$ cat src/rtl/control_hazard_if.sv
// control_hazard_if
//   Bundles the ID/EX-side signals of the control-hazard unit.
//   master : pipeline side (drives decode and resolve info, receives stall/flush)
//   slave  : control_hazard_unit side
// Signals
//   id_valid         ID stage holds a valid instruction
//   id_opcode[6:0]   inst[6:0] of the ID-stage instruction
//   ex_br_resolve    branch in EX resolves this cycle
//   ex_br_taken      resolved branch is taken (qualified by ex_br_resolve)
//   stall            hold PC and IF/ID register
//   flush            squash IF/ID contents (one-cycle pulse)
//   stall_remaining  stall cycles still to run including the current one
interface control_hazard_if #(
  parameter int CNT_W = 4
) ();
  logic             id_valid;
  logic [6:0]       id_opcode;
  logic             ex_br_resolve;
  logic             ex_br_taken;
  logic             stall;
  logic             flush;
  logic [CNT_W-1:0] stall_remaining;

  modport master (
    output id_valid, id_opcode, ex_br_resolve, ex_br_taken,
    input  stall, flush, stall_remaining
  );

  modport slave (
    input  id_valid, id_opcode, ex_br_resolve, ex_br_taken,
    output stall, flush, stall_remaining
  );
endinterface

$ cat src/rtl/control_hazard_unit.sv
// control_hazard_unit
//   Decodes the ID-stage opcode and holds the front end for a per-class
//   number of cycles after JAL / JALR / BRANCH. In predict-not-taken mode
//   branches do not stall; instead a taken branch resolved in EX produces a
//   one-cycle flush of IF/ID, which also aborts any stall in progress.
// Ports
//   clk   in   clock, all state on rising edge
//   res   in   synchronous active-high reset
//   bus   slave modport of control_hazard_if (decode/resolve in, stall/flush out)
//   perf_stall_cyc[31:0]  out  cycles with stall=1   (CTRL_HAZARD_PERF_EN only)
//   perf_flush_cnt[31:0]  out  cycles with flush=1   (CTRL_HAZARD_PERF_EN only)
// Configuration
//   `define CTRL_HAZARD_PERF_EN to add the two free-running perf counters.
module control_hazard_unit #(
  parameter int CNT_W      = 4,
  parameter int JAL_PEN    = 1,
  parameter int JALR_PEN   = 2,
  parameter int BR_PEN     = 2,
  parameter int PREDICT_NT = 0
) (
  input  logic              clk,
  input  logic              res,
  control_hazard_if.slave   bus
`ifdef CTRL_HAZARD_PERF_EN
  ,
  output logic [31:0]       perf_stall_cyc,
  output logic [31:0]       perf_flush_cnt
`endif
);

  localparam logic [6:0] OP_JAL    = 7'b1101111;
  localparam logic [6:0] OP_JALR   = 7'b1100111;
  localparam logic [6:0] OP_BRANCH = 7'b1100011;

  localparam logic [CNT_W-1:0] JAL_P  = CNT_W'(JAL_PEN);
  localparam logic [CNT_W-1:0] JALR_P = CNT_W'(JALR_PEN);
  // Branches never stall when predicting not-taken.
  localparam logic [CNT_W-1:0] BR_P   = (PREDICT_NT != 0) ? '0 : CNT_W'(BR_PEN);

  typedef enum logic {
    IDLE,
    STALL
  } state_t;

  state_t           state;
  logic [CNT_W-1:0] cnt;
  logic             stall_r;
  logic             flush_r;

  logic [CNT_W-1:0] pen;
  logic             detect;
  logic             taken;

  // NOTE: every variable written in always_comb gets a default first, so no
  // path can leave it unassigned and infer a latch.
  always_comb begin
    pen = '0;
    if (bus.id_valid) begin
      unique case (bus.id_opcode)
        OP_JAL:    pen = JAL_P;
        OP_JALR:   pen = JALR_P;
        OP_BRANCH: pen = BR_P;
        default:   pen = '0;
      endcase
    end
  end

  assign detect = (pen != '0);
  // Resolve inputs only matter in predict-not-taken mode.
  assign taken  = (PREDICT_NT != 0) && bus.ex_br_resolve && bus.ex_br_taken;

  // NOTE: sequential state uses non-blocking assignments so every register
  // samples pre-edge values regardless of statement order.
  always_ff @(posedge clk) begin
    if (res) begin
      state   <= IDLE;
      cnt     <= '0;
      stall_r <= 1'b0;
      flush_r <= 1'b0;
    end else begin
      flush_r <= taken;
      if (taken) begin
        // Taken branch squashes the ID instruction: abort any stall and
        // ignore whatever is being decoded this edge.
        state   <= IDLE;
        cnt     <= '0;
        stall_r <= 1'b0;
      end else begin
        unique case (state)
          IDLE: begin
            if (detect) begin
              state   <= STALL;
              cnt     <= pen;
              stall_r <= 1'b1;
            end
          end
          STALL: begin
            // ID is frozen during the stall, so decode is ignored here.
            if (cnt == CNT_W'(1)) begin
              state   <= IDLE;
              cnt     <= '0;
              stall_r <= 1'b0;
            end else begin
              cnt <= cnt - CNT_W'(1);
            end
          end
          default: begin
            state   <= IDLE;
            cnt     <= '0;
            stall_r <= 1'b0;
          end
        endcase
      end
    end
  end

  assign bus.stall           = stall_r;
  assign bus.flush           = flush_r;
  assign bus.stall_remaining = cnt;

`ifdef CTRL_HAZARD_PERF_EN
  // Counters wrap naturally modulo 2**32.
  always_ff @(posedge clk) begin
    if (res) begin
      perf_stall_cyc <= '0;
      perf_flush_cnt <= '0;
    end else begin
      if (stall_r) perf_stall_cyc <= perf_stall_cyc + 32'd1;
      if (flush_r) perf_flush_cnt <= perf_flush_cnt + 32'd1;
    end
  end
`endif

endmodule
$ cat src/flat_wrapper.sv
// flat-port wrapper written by rule: the top's interface ports become plain ports
module control_hazard_unit_flat 
#(
  parameter int CNT_W      = 4,
  parameter int JAL_PEN    = 1,
  parameter int JALR_PEN   = 2,
  parameter int BR_PEN     = 2,
  parameter int PREDICT_NT = 0
)
  (clk, res, bus_id_valid, bus_id_opcode, bus_ex_br_resolve, bus_ex_br_taken, bus_stall, bus_flush, bus_stall_remaining);
  control_hazard_if #(.CNT_W(CNT_W)) bus_i ();
  input  logic clk;
  input  logic res;
  input wire logic [$bits(bus_i.id_valid)-1:0] bus_id_valid;
  input wire logic [$bits(bus_i.id_opcode)-1:0] bus_id_opcode;
  input wire logic [$bits(bus_i.ex_br_resolve)-1:0] bus_ex_br_resolve;
  input wire logic [$bits(bus_i.ex_br_taken)-1:0] bus_ex_br_taken;
  output wire logic [$bits(bus_i.stall)-1:0] bus_stall;
  output wire logic [$bits(bus_i.flush)-1:0] bus_flush;
  output wire logic [$bits(bus_i.stall_remaining)-1:0] bus_stall_remaining;
  assign bus_i.id_valid = bus_id_valid;
  assign bus_i.id_opcode = bus_id_opcode;
  assign bus_i.ex_br_resolve = bus_ex_br_resolve;
  assign bus_i.ex_br_taken = bus_ex_br_taken;
  assign bus_stall = bus_i.stall;
  assign bus_flush = bus_i.flush;
  assign bus_stall_remaining = bus_i.stall_remaining;
  control_hazard_unit #(.CNT_W(CNT_W), .JAL_PEN(JAL_PEN), .JALR_PEN(JALR_PEN), .BR_PEN(BR_PEN), .PREDICT_NT(PREDICT_NT)) u_core (.clk(clk), .res(res), .bus(bus_i));
endmodule
$ cat config.mk
export PLATFORM = sky130hd
export DESIGN_NAME = control_hazard_unit_flat
export DESIGN_NICKNAME = d
export VERILOG_FILES = /design/src/rtl/control_hazard_if.sv /design/src/rtl/control_hazard_unit.sv /design/src/flat_wrapper.sv
export SDC_FILE = /design/constraint.sdc
export NUM_CORES = 1
export LEC_CHECK = 0
export ABC_CLOCK_PERIOD_IN_PS = 1250
export CORE_AREA = 10 10 47 49
export CTS_CLUSTER_DIAMETER = 80
export CTS_CLUSTER_SIZE = 40
export DETAILED_ROUTE_END_ITERATION = 16
export DIE_AREA = 0 0 57 59
export PLACE_DENSITY = 0.67
export SLEW_MARGIN = 20
export SYNTH_ARGS = -nofsm -noshare
export SYNTH_HDL_FRONTEND = slang
export SYNTH_SLANG_ARGS = --single-unit
$ cat constraint.sdc
create_clock -name clk -period 1.25 [get_ports clk]
set_input_delay 0.375 -clock clk [delete_from_list [all_inputs] [get_ports clk]]
set_output_delay 0.375 -clock clk [all_outputs]
set_load 0.03 [all_outputs]
### Word-level counts from Yosys, hierarchy flattened

Index checks and enable logic that the tools add are counted.

* flip-flop bits (word level): 6
* input bits: 12
* output and inout port bits: 6
* word-level logic and storage cells: 25

* add/sub/neg operators: 1
* equality and inequality tests: 6
* mux-type cells: 11
* bitwise logic cells: 1
* reduce and logical (&&, ||, !) cells: 3

Operator list (count)
* 7-bit equality test (second input constant): 3
* 4-bit two-way mux: 2
* 4-bit case mux with 2 select lines: 1
* 4-bit by 1-bit equality test with 1-bit output (second input constant): 1
* 1-bit two-way mux: 4
* 1-bit case mux with 2 select lines: 2
* 2-bit case mux with 2 select lines: 1
* 4-bit nonzero test: 1
* 4-bit by 1-bit subtractor with 4-bit output (second input constant): 1
* 2-bit two-way mux: 1
* 2-bit by 1-bit inequality test with 1-bit output (second input constant): 1
* 2-bit inequality test (second input constant): 1
* 2-bit AND reduction: 1
* 2-bit OR reduction: 1
* 1-bit NOT: 1

### Depth between registers and ports, before layout

Gate-level depths: netlist (run 1).

* depth in word-level cells: 7
* mapped depth: 5
* mapped depth without buffers: 5

### Worst setup path before layout (run 1)

No wires, ideal clock.

* path kind: register -> register
* start: register u_core.cnt[0], in the netlist u_core.bus.stall_remaining[0]
* end: register u_core.cnt[0], in the netlist u_core.bus.stall_remaining[0]
* library setup time: 0.120 ns
* arrival time: 1.488 ns
* required time: 1.130 ns
* slack: -0.358 ns
* cell stages (with the launch flop): 5
* path buffers: 0
* clock period less this slack: 1.608 ns
* cell sequence: dfxtp_1 ha_1 nor3b_1 nor3_1 a211o_1

* cells in the longest elaborated chain, start to end: 3
* elaborated cells on any way between the ends: 4
* classes of those cells: 1 x add/sub; 1 x eq/ne; 2 x mux

RTL lines
* from (decl): RTL line control_hazard_unit.sv:46 `logic [CNT_W-1:0] cnt;`
* from (signal assigned): RTL line control_hazard_unit.sv:93 `cnt <= pen;`
* from (signal assigned): RTL line control_hazard_unit.sv:104 `cnt <= cnt - CNT_W'(1);`
* 4-bit by 1-bit subtractor with 4-bit output / 4-bit by 1-bit equality test with 1-bit output (equally long branches): RTL line control_hazard_unit.sv:104, control_hazard_unit.sv:99
* 4-bit two-way mux *: RTL line control_hazard_unit.sv:99 `if (cnt == CNT_W'(1)) begin`
* 4-bit case mux with 2 select lines *: RTL line control_hazard_unit.sv:89 `unique case (state)`

Mark *: on every way between the ends. The rest lies on a longest branch, timed or not.
A chain may end at the register's enable or synchronous reset.

### Worst setup path after layout (run 1)

* start: register u_core.cnt[0], in the netlist u_core.bus.stall_remaining[0]
* end: register u_core.cnt[3], in the netlist u_core.bus.stall_remaining[3]

Same word-level chain as after synthesis.

==> results of run 1 <==
-- report_power, final --
group,internal (mW),switching (mW)
logic,0.0495,0.0388
clock network,0.121,0.0703
registers,0.191,0.00483
total,0.362,0.114
-- sequential cells by signal, summed over array words and instances (netlist names) --
name                        cells
u_core.state                    1
u_core.bus.stall_remaining      4
u_core.bus.stall                1
-- worst register-to-register path, stage by stage, from the launching register on --
cell	delay (ns)
dfxtp_4	0.37
or4_4	0.53
a211oi_2	0.21
a21o_1	0.10
-- layout make-up --
type / instances / share of cell area [%]
timing repair buffer: 23 / 29.1
multi-input combinational: 30 / 42.4
clock buffer: 4 / 3.87
tap: 16 / 2.95
sequential: 6 / 19.2
inverter: 4 / 2.58
-- through the flow --
stage / cells / cell area (um^2) / TNS [ns]
2_1_floorplan: 41 / 398 / -0.0117
3_3_place_gp: 79 / 606 / -2.46
3_5_place_dp: 79 / 606 / -2.50
4_1_cts: 83 / 658 / -0.0473
5_1_grt: 83 / 679 / -0.112
6_report: 83 / 679 / -0.0243
-- per-layer routing --
layer | GRT usage [%] | up-vias | part of all wire, %
met5 | 0 | - | 0
li1 | - | 208 | -
met3 | 2.36 | 0 | 6.7
met2 | 11.6 | 9 | 51
met1 | 6.06 | 174 | 42
met4 | 2.01 | 0 | 0
-- cell families after synthesis --
kind of cell	Yosys count	synth area share [%]
other	1	0.976
DFF	6	31.3
adders and majority gates	2	6.51
and+or+nand+nor	14	27.4
buffers and inverters	5	5.86
AOI/OAI and AO/OA	13	28.0
-- what timing repair did --
| action | 4_1_cts | 5_1_grt |
|---|---|---|
| hold buffers | 0 | 0 |
| buffers inserted | 0 | 0 |
| setup endpoints to repair | 8 | 4 |
| pin swaps | 2 | 1 |
| resized for setup | 19 | 4 |
-- cell usage in the layout (no fill, tap or decap), types with 2 or more instances in the layout --
master         count
a211o_1            2
buf_4             11
buf_6              3
clkbuf_4           3
dfxtp_1            2
dfxtp_2            2
dfxtp_4            2
dlygate4sd2_1      7
inv_1              3
nor3_1             2
o21a_1             2
o31a_1             2
-- how the worst min path moves through the flow --
stage | slack (ns) | cells after the start | endpoint
finish | 0.47 | 1 | u_core.bus.stall$_SDFFE_PP0P_
global route | 0.50 | 1 | u_core.bus.stall$_SDFFE_PP0P_
CTS | 0.47 | 1 | u_core.bus.stall$_SDFFE_PP0P_
detailed placement | 0.46 | 1 | u_core.bus.stall$_SDFFE_PP0P_
global placement | 0.46 | 1 | u_core.bus.stall$_SDFFE_PP0P_
floorplan | 0.44 | 1 | u_core.bus.stall_remaining[1]$_SDFFE_PP0P_
==> results.yml, run 1 <==
run_status:
  status: "finished, violations left"
  violations: "negative setup slack"
critical_path:
  cp.required_ns: 1.43
  cp-endpoint: "u_core.bus.stall_remaining[3]$_SDFFE_PP0P_"
  cp.depth: 3
  cp_cell_sequence: "or4_4 -> a211oi_2 -> a21o_1"
  crit_buf_inv: 0
  reg2regPathDepth: 3
  start_kind: "flip-flop"
  worst-path-max-fanout: 7
  timing.rr.start: "u_core.bus.stall_remaining[0]$_SDFFE_PP0P_"
  crit_start: "u_core.bus.stall_remaining[0]$_SDFFE_PP0P_"
  cp_slowest_stage_delay_ns: 0.53
  crit_arrival_ns: 1.45
  r2r_setup_slack_ns: -0.02
  r2r_end: "u_core.bus.stall_remaining[3]$_SDFFE_PP0P_"
  cpMaxStageDelayCell: "or4_4"
  critical_path.top_delay_family: "simple AND/OR/NAND/NOR gates"
  crit_path_end_kind: "flip-flop"
  criticalPathCategory: "reg -> reg"
timing:
  rsz0062_at_grt: "true"
  setup_violations: 1
  finClkSkew_ns: 0.00556
  hold_viol: 0
  setup_ws_ns: -0.0243
  period_needed_ns: 1.27
  fmax_mhz: 785
  final_max_slew_viol_count: 0
  hold-worst-slack_ns: 0.473
  post-route-period-util_pct: 102
synth:
  synth_common_cells: "dfxtp_1 (6), inv_1 (4), nor3_1 (3)"
  synth_top_area_share_pct: 31.3
  avgSynthCellArea_um2: 9.37
  synth_edf_count: 0
  synth_nets: 55
  seq_area_frac_synth_pct: 31.3
  synth_most_common_cell: "dfxtp_1"
  synthArstFlopShare_pct: 0
  ys_seq_elements: 6
  synth_cells: 41
  netlist_area_um2: 384
  synth_area_leaders: "dfxtp_1 (31%), ha_1 (6.5%), nand4b_4 (6.2%)"
  netlist.top_cell.by_area: "dfxtp_1"
  synth_cell_types: 26
  synth_ff_type: "dfxtp_1"
  yosys_warnings: 0
cts:
  h-tree-depth: 1
  cts_buffers: 3
  clockBufferDepth: 2
  worstSkewPairLatency_ns: 0.24
  clock-root-buffer: "clkbuf_4"
  cts_sinks: 6
  path_clk_slew_ns: 0.05
  cts_tree: "yes"
layout:
  nNetsFinal: 82
  multiInputGateArea_um2: 288
  fill_cells: 144
  finish.utilization_pct: 48.5
  syn_to_final_growth_pct: 76.9
  regArea_um2: 130
  num_antenna_cells: 0
  drive_above_1_share_pct: 47.8
pwr:
  power_per_cell_area_nw_per_um2: 700
  p_total_mw: 0.476
  p_leak_nw: 0.316
  ir_drop_mv: 0.539
detailed_routing:
  drtIter0Drc: 0
  ant_nets: 0
  drc: 0
  drt-total-wl_um: 1050
  wl_per_cell_um: 12.6
  via_per_inst: 4.71
  first_pass_iters: 1
  num_vias: 391
place:
  hpwlAfterDp_um: 877
  place_congestion: 0.782
  pre_cts_ws_ns: -0.497
  port_buffers: 14
global_routing:
  antenna_found_initial: 0
  gr-total-overflow: 0
  grt_max_degree: 8
  grt_usage_pct: 6.18
  grt_pass1_vias: 421
  grt_pass1_wl_um: 1720
flow_run:
  cap_violations: 0
worst_hold_path:
  hp-start: "u_core.bus.stall$_SDFFE_PP0P_"
  hold_class: "reg -> reg"
floorplan:
  die_x_um: 57
  fp.dieH_um: 59
  top_level_ports: 18
  start_util_pct: 27.4
  die_area_um2: 3360
  row_count: 14
  core_area_um2: 1400
Power figures use the tool's default switching activity.
==> inputs of run 2 (changes only) <==
--- a/config.mk
+++ b/config.mk
@@ -6,6 +6,7 @@
 export NUM_CORES = 1
 export LEC_CHECK = 0
 export ABC_CLOCK_PERIOD_IN_PS = 1250
+export CAP_MARGIN = 0
 export CORE_AREA = 10 10 47 49
 export CTS_CLUSTER_DIAMETER = 80
 export CTS_CLUSTER_SIZE = 40
==> results of run 2 <==
Final layout, timing and power as in run 1 (identical DEF).
==> inputs of run 3 (changes only) <==
--- a/config.mk
+++ b/config.mk
@@ -5,7 +5,6 @@
 export SDC_FILE = /design/constraint.sdc
 export NUM_CORES = 1
 export LEC_CHECK = 0
-export ABC_CLOCK_PERIOD_IN_PS = 1250
 export CAP_MARGIN = 0
 export CORE_AREA = 10 10 47 49
 export CTS_CLUSTER_DIAMETER = 80
==> results of run 3 <==
Final layout, timing and power as in run 1 (identical DEF).
